===== src/rtl/decode_useq_ctrl_pkg.sv =====
// rtl/decode_useq_ctrl_pkg.sv - shared widths and state encoding for the micro-op sequencer
package decode_useq_ctrl_pkg;

  localparam int ROM_AW = 6;
  localparam int UCNT_W = 3;

  typedef enum logic {
    ST_IDLE = 1'b0,
    ST_RUN  = 1'b1
  } useq_state_e;

endpackage


===== src/rtl/decode_useq_ctrl_if.sv =====
// rtl/decode_useq_ctrl_if.sv - decoder-to-sequencer instruction handshake
interface decode_useq_ctrl_if #(
  parameter int ROM_AW = decode_useq_ctrl_pkg::ROM_AW,
  parameter int UCNT_W = decode_useq_ctrl_pkg::UCNT_W
);

  logic              de_valid;
  logic [ROM_AW-1:0] de_rom_base;
  logic [UCNT_W-1:0] de_uop_cnt;
  logic              de_rep_pr;
  logic              de_ready;

  modport master (
    output de_valid,
    output de_rom_base,
    output de_uop_cnt,
    output de_rep_pr,
    input  de_ready
  );

  modport slave (
    input  de_valid,
    input  de_rom_base,
    input  de_uop_cnt,
    input  de_rep_pr,
    output de_ready
  );

endinterface


===== src/rtl/decode_useq_ctrl_uop_idx_ctr.sv =====
// rtl/decode_useq_ctrl_uop_idx_ctr.sv - micro-op index counter with terminal compare
module uop_idx_ctr
  import decode_useq_ctrl_pkg::*;
#(
  parameter int W = UCNT_W
) (
  input  logic         clk,
  input  logic         rst_n,
  input  logic         clr_i,
  input  logic         ld_zero_i,
  input  logic         inc_i,
  input  logic [W-1:0] cnt_i,
  output logic [W-1:0] idx_o,
  output logic         last_o
);

  logic [W-1:0] idx_q;
  logic [W-1:0] idx_d;

  always_comb begin
    idx_d = idx_q;
    if (clr_i || ld_zero_i) begin
      idx_d = '0;
    end else if (inc_i) begin
      idx_d = idx_q + W'(1);
    end
  end

  always_ff @(posedge clk or negedge rst_n) begin
    if (!rst_n) begin
      idx_q <= '0;
    end else begin
      idx_q <= idx_d;
    end
  end

  // cnt is 0 only out of reset, where the wrapped compare keeps last low
  assign last_o = (idx_q == W'(cnt_i - W'(1)));
  assign idx_o  = idx_q;

endmodule


===== src/rtl/decode_useq_ctrl.sv =====
// rtl/decode_useq_ctrl.sv - steps decode ROM address one micro-op per cycle with REP, stall, flush
module decode_useq_ctrl
  import decode_useq_ctrl_pkg::*;
#(
  parameter int ROM_AW = decode_useq_ctrl_pkg::ROM_AW,
  parameter int UCNT_W = decode_useq_ctrl_pkg::UCNT_W
) (
  input  logic              clk,
  input  logic              rst_n,
  decode_useq_ctrl_if.slave de,
  input  logic              ecx_zero_i,
  input  logic              rep_last_iter_i,
  input  logic              stall_in_i,
  input  logic              flush_i,
  output logic [ROM_AW-1:0] rom_addr_o,
  output logic              uop_valid_o,
  output logic              uop_first_o,
  output logic              uop_last_o,
  output logic [UCNT_W-1:0] uop_idx_o
);

  useq_state_e       state_q, state_d;
  logic [ROM_AW-1:0] base_q, base_d;
  logic [UCNT_W-1:0] cnt_q, cnt_d;
  logic              rep_q, rep_d;
  logic [ROM_AW-1:0] rom_addr_q, rom_addr_d;

  logic [UCNT_W-1:0] idx;
  logic              last;

  logic run, iter_end, rep_again, ready_c, accept, load, advance;
  logic ctr_clr, ctr_ld_zero;

  uop_idx_ctr #(.W(UCNT_W)) u_idx_ctr (
    .clk       (clk),
    .rst_n     (rst_n),
    .clr_i     (ctr_clr),
    .ld_zero_i (ctr_ld_zero),
    .inc_i     (advance),
    .cnt_i     (cnt_q),
    .idx_o     (idx),
    .last_o    (last)
  );

  always_ff @(posedge clk or negedge rst_n) begin
    if (!rst_n) begin
      state_q <= ST_IDLE;
    end else begin
      state_q <= state_d;
    end
  end

  always_comb begin
    state_d = state_q;
    if (flush_i) begin
      state_d = ST_IDLE;
    end else begin
      case (state_q)
        ST_IDLE: if (load) state_d = ST_RUN;
        ST_RUN:  if (iter_end && !rep_again && !load) state_d = ST_IDLE;
        default: state_d = ST_IDLE;
      endcase
    end
  end

  always_comb begin
    run         = (state_q == ST_RUN);
    iter_end    = run & ~stall_in_i & last;
    rep_again   = iter_end & rep_q & ~rep_last_iter_i & ~flush_i;
    ready_c     = ~flush_i & (~run | (iter_end & ~(rep_q & ~rep_last_iter_i)));
    accept      = de.de_valid & ready_c;
    // REP with ECX==0 retires the instruction without issuing anything
    load        = accept & ~(de.de_rep_pr & ecx_zero_i);
    advance     = run & ~stall_in_i & ~last & ~flush_i;
    ctr_clr     = flush_i | (iter_end & ~rep_again & ~load);
    ctr_ld_zero = load | rep_again;
  end

  assign de.de_ready = ready_c;

  always_comb begin
    base_d     = base_q;
    cnt_d      = cnt_q;
    rep_d      = rep_q;
    rom_addr_d = rom_addr_q;
    if (load) begin
      base_d     = de.de_rom_base;
      cnt_d      = (de.de_uop_cnt == '0) ? UCNT_W'(1) : de.de_uop_cnt;
      rep_d      = de.de_rep_pr;
      rom_addr_d = de.de_rom_base;
    end else if (rep_again) begin
      rom_addr_d = base_q;
    end else if (advance) begin
      rom_addr_d = base_q + ROM_AW'(idx) + ROM_AW'(1);
    end
  end

  always_ff @(posedge clk or negedge rst_n) begin
    if (!rst_n) begin
      base_q     <= '0;
      cnt_q      <= '0;
      rep_q      <= 1'b0;
      rom_addr_q <= '0;
    end else begin
      base_q     <= base_d;
      cnt_q      <= cnt_d;
      rep_q      <= rep_d;
      rom_addr_q <= rom_addr_d;
    end
  end

  assign rom_addr_o  = rom_addr_q;
  assign uop_valid_o = (state_q == ST_RUN);
  assign uop_first_o = (idx == '0);
  assign uop_last_o  = last;
  assign uop_idx_o   = idx;

endmodule


===== src/flat_wrapper.sv =====
// flat-port wrapper written by rule: the top's interface ports become plain ports
module decode_useq_ctrl_flat import decode_useq_ctrl_pkg::*;
#(
  parameter int ROM_AW = decode_useq_ctrl_pkg::ROM_AW,
  parameter int UCNT_W = decode_useq_ctrl_pkg::UCNT_W
)
  (clk, rst_n, ecx_zero_i, rep_last_iter_i, stall_in_i, flush_i, rom_addr_o, uop_valid_o, uop_first_o, uop_last_o, uop_idx_o, de_de_valid, de_de_rom_base, de_de_uop_cnt, de_de_rep_pr, de_de_ready);
  decode_useq_ctrl_if #(.ROM_AW(ROM_AW), .UCNT_W(UCNT_W)) de_i ();
  input  logic clk;
  input  logic rst_n;
  input  logic ecx_zero_i;
  input  logic rep_last_iter_i;
  input  logic stall_in_i;
  input  logic flush_i;
  output logic [ROM_AW-1:0] rom_addr_o;
  output logic uop_valid_o;
  output logic uop_first_o;
  output logic uop_last_o;
  output logic [UCNT_W-1:0] uop_idx_o;
  input wire logic [$bits(de_i.de_valid)-1:0] de_de_valid;
  input wire logic [$bits(de_i.de_rom_base)-1:0] de_de_rom_base;
  input wire logic [$bits(de_i.de_uop_cnt)-1:0] de_de_uop_cnt;
  input wire logic [$bits(de_i.de_rep_pr)-1:0] de_de_rep_pr;
  output wire logic [$bits(de_i.de_ready)-1:0] de_de_ready;
  assign de_i.de_valid = de_de_valid;
  assign de_i.de_rom_base = de_de_rom_base;
  assign de_i.de_uop_cnt = de_de_uop_cnt;
  assign de_i.de_rep_pr = de_de_rep_pr;
  assign de_de_ready = de_i.de_ready;
  decode_useq_ctrl #(.ROM_AW(ROM_AW), .UCNT_W(UCNT_W)) u_core (.clk(clk), .rst_n(rst_n), .de(de_i), .ecx_zero_i(ecx_zero_i), .rep_last_iter_i(rep_last_iter_i), .stall_in_i(stall_in_i), .flush_i(flush_i), .rom_addr_o(rom_addr_o), .uop_valid_o(uop_valid_o), .uop_first_o(uop_first_o), .uop_last_o(uop_last_o), .uop_idx_o(uop_idx_o));
endmodule

===== config.mk =====
export PLATFORM = sky130hd
export DESIGN_NAME = decode_useq_ctrl_flat
export DESIGN_NICKNAME = d
export VERILOG_FILES = /design/src/rtl/decode_useq_ctrl_pkg.sv /design/src/rtl/decode_useq_ctrl_if.sv /design/src/rtl/decode_useq_ctrl_uop_idx_ctr.sv /design/src/rtl/decode_useq_ctrl.sv /design/src/flat_wrapper.sv
export SDC_FILE = /design/constraint.sdc
export NUM_CORES = 1
export LEC_CHECK = 0
export ABC_CLOCK_PERIOD_IN_PS = 2500
export CAP_MARGIN = 20
export CORE_MARGIN = 5
export CORE_UTILIZATION = 55
export DETAILED_ROUTE_END_ITERATION = 7
export DONT_BUFFER_PORTS = 1
export MAX_ROUTING_LAYER = met4
export PLACE_DENSITY = 0.73
export SLEW_MARGIN = 20
export SYNTH_ARGS = -nofsm -noshare
export SYNTH_HDL_FRONTEND = slang
export SYNTH_HIERARCHICAL = 1
export SYNTH_SLANG_ARGS = --single-unit
export TNS_END_PERCENT = 1

===== constraint.sdc =====
create_clock -name clk -period 2.5 [get_ports clk]
set_input_delay 0.375 -clock clk [delete_from_list [all_inputs] [get_ports clk]]
set_output_delay 0.375 -clock clk [all_outputs]
set_load 0.05 [all_outputs]

==> key figures <==
Timing
  – Endpoints failing setup: 0
  – Worst Max-Slew Pin Slew: 0.909 ns
  – Fmax: 418 MHz
  – Final hold slack: 0.102 ns
  – Min Tclk post-route: 2.40 ns
  – RSZ-0062 raised after global routing: no
  – Crit share post-route: 0.958
  – Slew HR: 0.392
  – Slew Viols, Final: 0
  – Final Hold Viols: 0
  – Clock skew: 0.00685 ns
  – Final TNS setup: 0 ns

Synth
  – Synth cell types: 40
  – Synth Register Bits: 20
  – Cell taking the most area after synthesis: dfrtp_1
  – Synthesized Nets: 140
  – Post-synthesis cell area: 0.00124 mm²
  – Synth top area cells: dfrtp_1, mux2_2, ha_1
  – Synthesized area per cell: 10.6 µm²
  – Gate Count Post-Synth: 117
  – Yosys warning total: 6
  – Share of the synthesized area in the top cell type: 0.402
  – Sequential fraction of the synthesis area: 0.402

CTS
  – CTS sink count: 20
  – Max clock buf depth: 2
  – TritonCTS Buffers: 3
  – Clock Latency Late Sink: 0.31 ns
  – H-tree levels: 1
  – Clock Pin Slew Worst Setup and Hold Paths: 0.12 ns
  – Root buf cell: clkbuf_4
  – CTS tree: built

Die
  – Die Span X: 57.6 µm
  – Core Rows: 17
  – Core area: 0.00219 mm²
  – Initial Util: 0.568
  – IO Pins: 30
  – Die area: 0.00331 mm²
  – Die Y: 57.6 µm

Layout
  – Final nets: 156
  – Layout area overhead: 16.3%
  – Fraction of layout cells with a size suffix above 1: 0.303
  – Most frequent cells in the layout: dfrtp_1, nand2_1, buf_4, mux2_2
  – Most common cell after layout, fill and taps aside: dfrtp_1
  – Ant. Diodes: 0
  – Layout Utilization: 0.661

Setup path
  – WS Path Type: flip-flop to output port
  – Worst Setup SP: u_core/cnt_q[0]
  – Reg2reg start: u_core/cnt_q[0]
  – Worst EP arrival: 2.02 ns
  – CP endpoint kind: output port
  – Flop2flop setup slack: 0.12 ns
  – Worst reg2reg path depth: 9
  – CP Max Fanout: 4
  – Worst flop-to-flop path endpoint: u_core/rom_addr_o[2]
  – End of the critical path: de_de_ready
  – Type of origin of the critical path: flip-flop
  – Crit path required time: 2.12 ns

Placed design
  – DP Wirelength: 2.10 mm
  – # port buffers: 0
  – GPL Wtd Cong: 0.825

Power and ir drop
  – Pleak: 0.662 nW
  – VDD IR max: 541 µV
  – Power after layout: 1.25 mW
  – PD cells: 863 mW/mm²

Route
  – DR DRC count: 0
  – Initial DRT Pass Iterations: 4
  – Routed WL per cell: 17.2 µm
  – Starting DRC count in detailed routing: 27
  – Antenna-violating nets left: 0
  – DR vias: 919
  – Via-per-instance ratio: 5.74
  – Final WL: 2.75 mm

GRT
  – Number of global-route vias before repair: 931
  – Initial antenna violation count: 0
  – Global-route wire length before repair: 4.55 mm
  – Overflow after GRT: 0
  – Largest net degree at the start of global routing: 21
  – Gr usage total: 0.186

Worst hold path
  – Hold WC Path Type: primary input to flip-flop
  – Worst Hold Depth: 1

Job
  – Max_cap viols: 0

Outcome
  – Status: complete, no violations
-- cell families (layout without fill, tap and decap cells) --
| group | count (synthesis) | count (layout) | share of synthesized area |
|---|---|---|---|
| compound gates | 23 | 23 | 0.136 |
| fa+ha+maj | 6 | 6 | 0.0663 |
| simple gates | 39 | 39 | 0.174 |
| buf+inv | 9 | 24 | 0.0322 |
| mux | 14 | 14 | 0.136 |
| flops | 20 | 20 | 0.402 |
| xor+xnor | 6 | 6 | 0.0543 |
-- synth_stat cells, drive strengths merged --
cell type and count:
a211o 1, a211oi 1, a21bo 2, a21boi 1, a21o 1, a21oi 3, a22o 1, a31o 1
a32oi 1, and2 1, and2b 1, and3 1, buf 3, dfrtp 20, fa 1, ha 5
inv 6, mux2 11, mux2i 3, nand2 16, nand2b 1, nand3 1, nand3b 2, nand4 1
nor2 3, nor2b 3, nor3 7, nor3b 2, o21a 2, o21ai 7, o2bb2ai 2, xnor2 5
xor3 1
-- metrics by stage --
| stage | std cells | cell area [µm²] | setup slack (ns) |
|---|---|---|---|
| 3_5_place_dp | 153 | 1360 | 0.145 |
| 2_1_floorplan | 117 | 1260 | -0.206 |
| 4_1_cts | 158 | 1430 | 0.0133 |
| 5_1_grt | 160 | 1450 | 0.00359 |
| 3_3_place_gp | 153 | 1360 | 0.208 |
| 6_report | 160 | 1450 | 0.105 |
-- registers in the layout (all words and copies together), names as in the netlist --
register / count
u_core/rep_q: 1
u_core/uop_valid_o: 1
u_core/cnt_q: 3
u_core/rom_addr_o: 6
u_core/base_q: 6
u_core/u_idx_ctr/idx_o: 3
-- metal layers --
layer | part of all wire | track usage | vias up
met4 | 0.017 | 0.0894 | 0
met1 | 0.42 | 0.242 | 436
met2 | 0.47 | 0.271 | 35
met5 | 0 | - | -
met3 | 0.086 | 0.0452 | 5
li1 | - | - | 443
-- power breakdown --
group / total, mW / internal [mW] / switching, mW / leakage [nW]
Combinational: 0.374 / 0.192 / 0.182 / 0.386
Clock: 0.271 / 0.162 / 0.109 / 0.0279
Sequential: 0.604 / 0.399 / 0.205 / 0.248
Total: 1.25 / 0.754 / 0.495 / 0.662
-- timing repair --
| action | CTS | global route |
|---|---|---|
| gates cloned | 0 | 0 |
| pin swaps | 1 | 2 |
| setup buffers | 0 | 2 |
| resized for setup | 2 | 0 |
| endpoints found under the hold margin | 20 | 0 |
| endpoints found under the setup margin | 1 | 1 |
| hold buffers | 1 | 0 |
-- area by class of cell --
class                   count  area, µm²
fillers                   159        743
multi-input cells          88        728
clock inverters             1       30.0
flip-flops and latches     20        502
inverters                   6       22.5
well taps                  28       35.0
repair buffers             14        108
clock buffers               3       22.5
-- worst min-delay path by stage --
| stage | slack, ns | from | end |
|---|---|---|---|
| after floorplan | 0.08 | rst_n | u_core/base_q[0] |
| after detailed placement | 0.08 | rst_n | u_core/u_idx_ctr/idx_o[2] |
| final | 0.10 | flush_i | u_core/uop_valid_o |
| after global placement | 0.08 | rst_n | u_core/u_idx_ctr/idx_o[2] |
| after CTS | 0.09 | flush_i | u_core/uop_valid_o |
| after global routing | 0.06 | flush_i | u_core/uop_valid_o |
-- critical path, cell delays in order (launching register included) --
cell      delay, ns
dfrtp_1        0.39
inv_1          0.06
ha_1           0.30
xnor2_1        0.16
nor3_4         0.25
nand2b_1       0.12
o21ai_4        0.16
and2b_4        0.27
Note: power is estimated with default switching activity, not from simulation.
